==> config.mk <==
export PLATFORM = sky130hd
export DESIGN_NAME = jsilicon_uio_arbiter_flat
export DESIGN_NICKNAME = d
export VERILOG_FILES = /design/src/rtl/jsilicon_uio_arbiter_pkg.sv /design/src/rtl/jsilicon_uio_arbiter_if.sv /design/src/rtl/jsilicon_uio_arbiter_rr_pick.sv /design/src/rtl/jsilicon_uio_arbiter.sv /design/src/flat_wrapper.sv
export SDC_FILE = /design/constraint.sdc
export NUM_CORES = 1
export LEC_CHECK = 0
export ABC_AREA = 1
export BUFFER_PORTS_ARGS = -buffer_cell sky130_fd_sc_hd__buf_2
export CAP_MARGIN = 25
export CORE_UTILIZATION = 44
export DETAILED_ROUTE_END_ITERATION = 6
export PLACE_DENSITY = 0.81
export SYNTH_ARGS = -nofsm -noshare
export SYNTH_HDL_FRONTEND = slang
export SYNTH_SLANG_ARGS = --single-unit
==> constraint.sdc <==
create_clock -name clk -period 1.6 [get_ports clk]
set_input_delay 0.24 -clock clk [delete_from_list [all_inputs] [get_ports clk]]
set_output_delay 0.24 -clock clk [all_outputs]
set_load 0.1 [all_outputs]
==> src/rtl/jsilicon_uio_arbiter_pkg.sv <==
// rtl/jsilicon_uio_arbiter_pkg.sv - shared types and constants for the uio pad-bus arbiter
package jsilicon_arb_pkg;
  typedef enum logic [1:0] {
    IDLE = 2'd0,
    OWN  = 2'd1,
    TURN = 2'd2
  } arb_state_t;

  localparam int NUM_REQ_MAX = 8;
  localparam int IDX_W       = $clog2(NUM_REQ_MAX);

  localparam logic [7:0] OE_DRIVE = 8'hFF;
  localparam logic [7:0] OE_HIZ   = 8'h00;
endpackage

==> src/rtl/jsilicon_uio_arbiter_if.sv <==
// rtl/jsilicon_uio_arbiter_if.sv - requester/pad bundle between the requesters and the arbiter
interface jsilicon_uio_arbiter_if #(
  parameter int NUM_REQ = 4
);
  logic                   ena;
  logic [NUM_REQ-1:0]     req;
  logic [NUM_REQ-1:0]     dir;
  logic [8*NUM_REQ-1:0]   wdata;
  logic [7:0]             uio_in;
  logic [NUM_REQ-1:0]     grant;
  logic [NUM_REQ-1:0]     preempt;
  logic [7:0]             rdata;
  logic [NUM_REQ-1:0]     rd_valid;
  logic [7:0]             uio_out;
  logic [7:0]             uio_oe;

  modport master (
    output ena, req, dir, wdata, uio_in,
    input  grant, preempt, rdata, rd_valid, uio_out, uio_oe
  );

  modport slave (
    input  ena, req, dir, wdata, uio_in,
    output grant, preempt, rdata, rd_valid, uio_out, uio_oe
  );
endinterface

==> src/rtl/jsilicon_uio_arbiter_rr_pick.sv <==
// rtl/jsilicon_uio_arbiter_rr_pick.sv - combinational round-robin picker (module jsilicon_rr_pick)
module jsilicon_rr_pick
  import jsilicon_arb_pkg::*;
#(
  parameter int NUM_REQ = 4
) (
  input  logic [NUM_REQ-1:0] req,
  input  logic [IDX_W-1:0]   ptr,
  output logic [NUM_REQ-1:0] pick,
  output logic [IDX_W-1:0]   pick_idx
);
  logic found;

  // Two passes: requesters at or above the pointer first, then wrap to the low ones.
  always_comb begin
    pick     = '0;
    pick_idx = '0;
    found    = 1'b0;
    for (int i = 0; i < NUM_REQ; i++) begin
      if (!found && req[i] && (i >= int'(ptr))) begin
        found    = 1'b1;
        pick[i]  = 1'b1;
        pick_idx = IDX_W'(i);
      end
    end
    for (int i = 0; i < NUM_REQ; i++) begin
      if (!found && req[i]) begin
        found    = 1'b1;
        pick[i]  = 1'b1;
        pick_idx = IDX_W'(i);
      end
    end
  end
endmodule

==> src/rtl/jsilicon_uio_arbiter.sv <==
// rtl/jsilicon_uio_arbiter.sv - round-robin owner of the uio pad bus with high-Z turnaround
// Optional tenure limit: define JSILICON_UIO_ARB_TIMEOUT_EN.
module jsilicon_uio_arbiter
  import jsilicon_arb_pkg::*;
#(
  parameter int NUM_REQ  = 4,
  parameter int HOLD_MAX = 15
) (
  input  logic                    clk,
  input  logic                    rst_n,
  jsilicon_uio_arbiter_if.slave   bus
);
  localparam logic [1:0] S_IDLE = IDLE;
  localparam logic [1:0] S_OWN  = OWN;
  localparam logic [1:0] S_TURN = TURN;

  logic [1:0]          state_q, state_d;
  logic [IDX_W-1:0]    ptr_q, ptr_d;
  logic                dir_q, dir_d;
  logic [NUM_REQ-1:0]  grant_q, grant_d;
  logic [NUM_REQ-1:0]  preempt_q, preempt_d;
  logic [NUM_REQ-1:0]  rd_valid_q, rd_valid_d;
  logic [7:0]          rdata_q, rdata_d;
  logic [7:0]          uio_out_q, uio_out_d;

  logic [NUM_REQ-1:0]  pick;
  logic [IDX_W-1:0]    pick_idx;
  logic [7:0]          wsel;
  logic                owner_req, others_req, timeout;

  jsilicon_rr_pick #(.NUM_REQ(NUM_REQ)) u_pick (
    .req      (bus.req),
    .ptr      (ptr_q),
    .pick     (pick),
    .pick_idx (pick_idx)
  );

  assign owner_req  = |(bus.req & grant_q);
  assign others_req = |(bus.req & ~grant_q);

  always_comb begin
    wsel = 8'h00;
    for (int i = 0; i < NUM_REQ; i++) begin
      if (grant_q[i]) wsel = bus.wdata[8*i +: 8];
    end
  end

`ifdef JSILICON_UIO_ARB_TIMEOUT_EN
  logic [7:0] cnt_q, cnt_d;

  // Counter is zero on entry to OWN and saturates at HOLD_MAX.
  always_comb begin
    cnt_d = 8'd0;
    if (state_q == S_OWN) begin
      cnt_d = (cnt_q == 8'(HOLD_MAX)) ? cnt_q : cnt_q + 8'd1;
    end
  end

  always_ff @(posedge clk or negedge rst_n) begin
    if (!rst_n) cnt_q <= 8'd0;
    else        cnt_q <= cnt_d;
  end

  assign timeout = (cnt_q >= 8'(HOLD_MAX - 1)) && others_req;
`else
  logic unused_cfg;
  assign unused_cfg = ^{others_req, 8'(HOLD_MAX)};
  assign timeout    = 1'b0;
`endif

  always_comb begin
    state_d    = state_q;
    ptr_d      = ptr_q;
    dir_d      = dir_q;
    grant_d    = grant_q;
    preempt_d  = '0;
    rd_valid_d = '0;
    rdata_d    = rdata_q;
    uio_out_d  = 8'h00;
    case (state_q)
      S_OWN: begin
        if (dir_q) begin
          uio_out_d = wsel;
        end else begin
          rdata_d    = bus.uio_in;
          rd_valid_d = grant_q;
        end
        // A release coinciding with a timeout is an ordinary release, not a preemption.
        if (!owner_req || timeout) begin
          state_d   = S_TURN;
          grant_d   = '0;
          uio_out_d = 8'h00;
          if (owner_req) preempt_d = grant_q;
        end
      end
      default: begin
        if (bus.ena && (|bus.req)) begin
          state_d = S_OWN;
          grant_d = pick;
          dir_d   = |(bus.dir & pick);
          ptr_d   = (int'(pick_idx) == NUM_REQ - 1) ? '0 : pick_idx + IDX_W'(1);
        end else begin
          state_d = S_IDLE;
          grant_d = '0;
        end
      end
    endcase
  end

  always_ff @(posedge clk or negedge rst_n) begin
    if (!rst_n) begin
      state_q    <= S_IDLE;
      ptr_q      <= '0;
      dir_q      <= 1'b0;
      grant_q    <= '0;
      preempt_q  <= '0;
      rd_valid_q <= '0;
      rdata_q    <= 8'h00;
      uio_out_q  <= 8'h00;
    end else begin
      state_q    <= state_d;
      ptr_q      <= ptr_d;
      dir_q      <= dir_d;
      grant_q    <= grant_d;
      preempt_q  <= preempt_d;
      rd_valid_q <= rd_valid_d;
      rdata_q    <= rdata_d;
      uio_out_q  <= uio_out_d;
    end
  end

  // Output enable is decoded from registered state so reset blanks it immediately.
  assign bus.uio_oe   = (state_q == S_OWN && dir_q) ? OE_DRIVE : OE_HIZ;
  assign bus.grant    = grant_q;
  assign bus.preempt  = preempt_q;
  assign bus.rd_valid = rd_valid_q;
  assign bus.rdata    = rdata_q;
  assign bus.uio_out  = uio_out_q;
endmodule

==> src/flat_wrapper.sv <==
// flat-port wrapper written by rule: the top's interface ports become plain ports
module jsilicon_uio_arbiter_flat import jsilicon_arb_pkg::*;
#(
  parameter int NUM_REQ  = 4,
  parameter int HOLD_MAX = 15
)
  (clk, rst_n, bus_ena, bus_req, bus_dir, bus_wdata, bus_uio_in, bus_grant, bus_preempt, bus_rdata, bus_rd_valid, bus_uio_out, bus_uio_oe);
  jsilicon_uio_arbiter_if #(.NUM_REQ(NUM_REQ)) bus_i ();
  input  logic clk;
  input  logic rst_n;
  input wire logic [$bits(bus_i.ena)-1:0] bus_ena;
  input wire logic [$bits(bus_i.req)-1:0] bus_req;
  input wire logic [$bits(bus_i.dir)-1:0] bus_dir;
  input wire logic [$bits(bus_i.wdata)-1:0] bus_wdata;
  input wire logic [$bits(bus_i.uio_in)-1:0] bus_uio_in;
  output wire logic [$bits(bus_i.grant)-1:0] bus_grant;
  output wire logic [$bits(bus_i.preempt)-1:0] bus_preempt;
  output wire logic [$bits(bus_i.rdata)-1:0] bus_rdata;
  output wire logic [$bits(bus_i.rd_valid)-1:0] bus_rd_valid;
  output wire logic [$bits(bus_i.uio_out)-1:0] bus_uio_out;
  output wire logic [$bits(bus_i.uio_oe)-1:0] bus_uio_oe;
  assign bus_i.ena = bus_ena;
  assign bus_i.req = bus_req;
  assign bus_i.dir = bus_dir;
  assign bus_i.wdata = bus_wdata;
  assign bus_i.uio_in = bus_uio_in;
  assign bus_grant = bus_i.grant;
  assign bus_preempt = bus_i.preempt;
  assign bus_rdata = bus_i.rdata;
  assign bus_rd_valid = bus_i.rd_valid;
  assign bus_uio_out = bus_i.uio_out;
  assign bus_uio_oe = bus_i.uio_oe;
  jsilicon_uio_arbiter #(.NUM_REQ(NUM_REQ), .HOLD_MAX(HOLD_MAX)) u_core (.clk(clk), .rst_n(rst_n), .bus(bus_i));
endmodule
## Yosys cells after proc, flatten, opt, wreduce, memory -nomap -nowiden

Index checks and enable logic that the tools add are counted.

| storage, ports and cells | value |
|---|---|
| flip-flop bits (word level) | 30 |
| input port bits | 51 |
| output and inout bits | 36 |
| logic and storage cells | 82 |

| operators by class | value |
|---|---|
| add/sub/neg operators | 1 |
| order comparisons | 4 |
| eq/ne operators | 3 |
| muxes and demuxes | 38 |
| bitwise gates (word level) | 4 |
| reductions and logical operators | 25 |

Operators by type and width:

| operator | count |
|---|---|
| two-way mux 8 bit | 8 |
| two-way mux 3 bit | 7 |
| two-way mux 4 bit | 5 |
| two-way mux 1 bit | 16 |
| logical AND 1 bit | 13 |
| OR reduction 4 bit | 3 |
| AND 4 bit | 2 |
| zero test 1 bit | 7 |
| >= comparator 1 x 3 -> 1 bit, first input constant | 2 |
| >= comparator 2 x 3 -> 1 bit, first input constant | 2 |
| two-way mux 2 bit | 2 |
| AND reduction 2 bit | 2 |
| adder 3 x 1 -> 3 bit, second input constant | 1 |
| == test 3 bit, second input constant | 1 |
| == test 2 x 1 -> 1 bit, second input constant | 1 |
| != test 2 bit, second input constant | 1 |
| NOT 1 bit | 2 |

## Longest topological paths before layout

| depth | value |
|---|---|
| depth after elaboration | 29 |
| depth in mapped cells | 9 |
| gate-level depth less buffers | 9 |

## By module

A second synthesis with hierarchy kept.

| unflattened totals | value |
|---|---|
| cells, all modules | 262 |
| area, all modules | 1888.1 µm² |

Modules (own cells, without submodules):

| module | instances | cells each | area an instance (µm²) | seq. area each (µm²) |
|---|---|---|---|---|
| jsilicon_uio_arbiter | 1 | 225 | 1707.9 | 750.7 |
| jsilicon_rr_pick | 1 | 37 | 180.2 | 0.0 |

## Least setup slack after synthesis

OpenSTA, ideal clock, no wires.

| path | value |
|---|---|
| path type | register to output |
| start | reg u_core.state_q[1] |
| end | out bus_uio_oe[1] |
| arrival | 2.598 ns |
| required time | 1.360 ns |
| path slack | -1.238 ns |
| stages on the path, launching flop included | 5 |
| buffers on the path | 1 |
| cells stage by stage | dfrtp_1 nor2_1 inv_1 nor2_1 buf_4 |

| between the ends | value |
|---|---|
| word-level cells in the longest chain between the ends | 3 |

Ends and longest elaborated chain:

| what | line | RTL |
|---|---|---|
| start: declaration | jsilicon_uio_arbiter.sv:17 | `logic [1:0] state_q, state_d;` |
| start signal: assignment | jsilicon_uio_arbiter.sv:121 | `state_q <= state_d;` |
| == test 2 x 1 -> 1 bit | jsilicon_uio_arbiter.sv:133 | `assign bus.uio_oe = (state_q == S_OWN && dir_q) ? OE_DRIVE : OE_HIZ;` |
| logical AND 1 bit | jsilicon_uio_arbiter.sv:133 |  |
| two-way mux 8 bit | jsilicon_uio_arbiter.sv:133 |  |
| end: declaration | flat_wrapper.sv:21 | `output wire logic [$bits(bus_i.uio_oe)-1:0] bus_uio_oe;` |

No other way between the ends.

## Worst setup path in the final report

| path | value |
|---|---|
| start | reg u_core.state_q[1] |
| end | out bus_uio_oe[0] |

The elaborated chain is that of the path after synthesis.

==> results.py <==
metrics = {
    "critical_path": {
        "reg2regPathDepth": 7,
        "crit_chain": "nor2_4 -> inv_2 -> nor2_4 -> buf_12 -> buf_12",
        "slowest_stage": "dfrtp_1",
        "path_max_fanout": 8,
        "crit_arrival_ns": 1.34,
        "critical_path_class": "reg2out",
        "required_ns": 1.36,
        "cp_top_family": "flip-flops",
        "reg2reg_from": "u_core.ptr_q[1]",
        "worst_setup_path_start_kind": "register",
        "crit_path_max_incr_delay_ns": 0.40,
        "r2r-end": "u_core.ptr_q[0]",
        "endpoint_kind": "primary output",
        "reg2reg_slack_ns": 0.03,
        "crit_buf_inv": 3,
    },
    "worst_hold_path": {
        "min_delay_path_depth": 2,
        "min_from": "bus_uio_in[4]",
        "min_to": "u_core.bus.rdata[4]",
        "hold_class": "in2reg",
    },
    "grt": {
        "grt_pass1_wl_um": 5550,
        "antenna_found_initial": 0,
        "grt_max_degree": 30,
        "use_met1": 0.254,
        "grt_util_all_layers": 0.205,
        "use_met2": 0.340,
        "overflow": 0,
        "grt_pass1_vias": 1268,
        "busiest_layer": "met2",
        "use_met3": 0.0609,
    },
    "power_and_ir_drop": {
        "p_per_area_mw_per_mm2": 1960,
        "power_mw": 4.35,
        "leakage_nw": 1.15,
        "p_sw_frac": 0.556,
        "switching_power_mw": 2.42,
        "internal_power_mw": 1.93,
        "pwr-share-seq": 0.243,
        "p_comb_frac": 0.643,
        "p_clk_frac": 0.114,
        "vdd_drop_max_mv": 0.981,
    },
    "outcome": {
        "status": "finished clean",
    },
    "routing": {
        "routed_wl_um": 3650,
        "drc_errors": 0,
        "viasPerCell": 4.91,
        "dr.pass1.iters": 4,
        "vias": 1517,
        "ant_nets": 0,
        "drtIter0Drc": 57,
        "routedWlPerCell_um": 11.8,
    },
    "clocking": {
        "clk_latency_ns": 0.32,
        "clk_pin_slew_ns": 0.09,
        "cts.sinks": 29,
        "cts_max_level": 2,
        "clk_path_buf_depth": 2,
        "cts_root_buf": "clkbuf_4",
        "cts_tree": "yes",
        "tritoncts.num_buffers": 5,
    },
    "sta": {
        "finalCriticalPeriod_ns": 1.58,
        "setup_violations": 0,
        "timing.hold.ws_ns": 0.145,
        "rsz0062_at_grt": "yes",
        "worst_slack_ns": 0.0191,
        "finalCritPeriodShare": 0.988,
        "slew_viol_final": 0,
        "timing.fmax_mhz": 633,
        "skew_ns": 0.00869,
        "final-hold-violation-count": 0,
        "setup-tns-final_ns": 0,
    },
    "floorplan": {
        "chipWidth_um": 61.3,
        "start_util": 0.460,
        "die-area_sq_mm": 0.00376,
        "std_cell_rows": 21,
        "io_pins": 87,
        "die_h_um": 61.3,
        "placeableCoreArea_sq_mm": 0.00336,
    },
    "yosys": {
        "synth_cell_types": 26,
        "ys_ff_latch": 29,
        "synth_area_sq_mm": 0.00155,
        "synth_warnings": 0,
        "synthCells": 177,
        "seq_area_frac_synth": 0.469,
        "synth_area_per_cell_sq_um": 8.74,
    },
    "cells_and_area": {
        "regArea_sq_um": 732,
        "final_cells": 309,
        "nFillCells": 299,
        "drive_gt1_frac": 0.487,
        "antenna_cells": 0,
        "final_nets": 314,
        "fin_area_sq_mm": 0.00222,
        "postLayoutCoreUtil": 0.660,
        "area_delta_synth_final_pct": 43.5,
        "multi_input_area_sq_um": 677,
    },
    "placed_design": {
        "dp_hpwl_um": 2810,
        "portBuffers": 82,
        "gp_congestion": 0.919,
        "dp_slack_ns": -0.0139,
        "place_area_sq_mm": 0.00210,
        "placed_cells": 297,
    },
    "flow_run": {
        "maxCapViolations": 0,
    },
}
-- kinds of logic after synthesis --
logic type,after synthesis,share of synthesized area
other,1,0.00242
multiplexers,8,0.0582
AO/OA/AOI/OAI,43,0.167
AND/OR/NAND/NOR,63,0.177
flip-flops,29,0.469
adder cells (fa/ha/maj),1,0.00808
buffers and inverters,32,0.119
-- routing by layer --
layer,vias to the layer above,share of wire
li1,752,-
met1,698,0.42
met2,61,0.50
met3,6,0.072
met4,0,0.014
met5,-,0
-- timing repair --
| item | CTS | global route |
|---|---|---|
| hold endpoints to repair | 29 | 0 |
| gates resized for setup | 3 | 3 |
| endpoints found under the setup margin | 9 | 10 |
| pin swaps | 2 | 0 |
| hold buffers | 1 | 0 |
| buffers inserted | 2 | 1 |
-- placed cells by master (no fill, tap or decap), drive strengths merged --
master | Yosys | routed
nor2 | 28 | 28
nand4 | 3 | 3
nor3 | 1 | 1
dfrtp | 29 | 29
conb | 1 | 4
buf | 18 | 93
o31ai | 8 | 8
inv | 13 | 13
ha | 1 | 1
clkbuf | 1 | 7
o22ai | 3 | 3
clkinv | 0 | 1
or2 | 1 | 1
o21ai | 14 | 14
nand3 | 11 | 11
mux2 | 8 | 8
dlygate4sd3 | 0 | 1
nand2 | 19 | 19
a21oi | 18 | 18
-- power by group through the flow --
stage / sequential, mW / clock, mW / combinational [mW]
floorplan: 1.96 / 0 / 1.39
global placement: 1.04 / 0 / 2.70
detailed placement: 1.05 / 0 / 2.73
CTS: 1.05 / 0.513 / 2.77
global route: 1.08 / 0.562 / 2.95
finish: 1.06 / 0.497 / 2.79
-- registers in the layout (all words and copies together) (netlist names) --
name	count
u_core.bus.rdata	8
u_core.bus.uio_out	8
u_core.bus.grant	4
u_core.bus.rd_valid	4
u_core.ptr_q	2
u_core.state_q	2
u_core.dir_q	1
-- Yosys cell counts --
| cell type | n | area share |
|---|---|---|
| dfrtp_1 | 29 | 0.47 |
| nor2_1 | 28 | 0.068 |
| nand2_1 | 18 | 0.044 |
| a21oi_1 | 16 | 0.052 |
| buf_4 | 14 | 0.068 |
| o21ai_0 | 11 | 0.036 |
| inv_1 | 10 | 0.024 |
| nand3_1 | 10 | 0.032 |
| mux2_2 | 8 | 0.058 |
| o31ai_1 | 8 | 0.039 |
| buf_2 | 3 | 0.0097 |
| inv_2 | 3 | 0.0073 |
| nand4_1 | 3 | 0.012 |
| o22ai_1 | 3 | 0.012 |
| o21ai_1 | 2 | 0.0065 |
| a21oi_2 | 1 | 0.0057 |
| a21oi_4 | 1 | 0.011 |
| buf_6 | 1 | 0.0073 |
| clkbuf_1 | 1 | 0.0024 |
| conb_1 | 1 | 0.0024 |
| ha_1 | 1 | 0.0081 |
| nand2_4 | 1 | 0.0073 |
| nand3_2 | 1 | 0.0065 |
| nor3_1 | 1 | 0.0032 |
| o21ai_2 | 1 | 0.0057 |
| or2_0 | 1 | 0.0040 |
-- worst max-delay path by stage --
stage                                  from         endpoint  cells past startpoint
final                     u_core.state_q[1]    bus_uio_oe[0]                      5
after floorplan           u_core.state_q[0]    bus_uio_oe[1]                      5
after CTS                 u_core.state_q[1]    bus_uio_oe[0]                      5
after global routing      u_core.state_q[1]    bus_uio_oe[4]                      5
after detailed placement    u_core.ptr_q[1]  u_core.ptr_q[0]                      7
after global placement      u_core.ptr_q[1]  u_core.ptr_q[0]                      7
-- worst register-to-register path, cell delays in order, from the launching register on --
cell and delay, ns:
dfrtp_2 0.46, nor2_2 0.18, a21oi_4 0.07, nand3_1 0.11
nand3_1 0.11, ha_1 0.19, or2_0 0.21, o21ai_1 0.16
-- final cells by class --
class                   instances  area share
well taps                      46      0.0259
inverters                      13      0.0220
clock buffers                   7      0.0293
clock inverters                 1     0.00225
multi-input cells             119       0.305
flip-flops and latches         29       0.330
repair buffers                 94       0.286
Power figures use the tool's default switching activity.
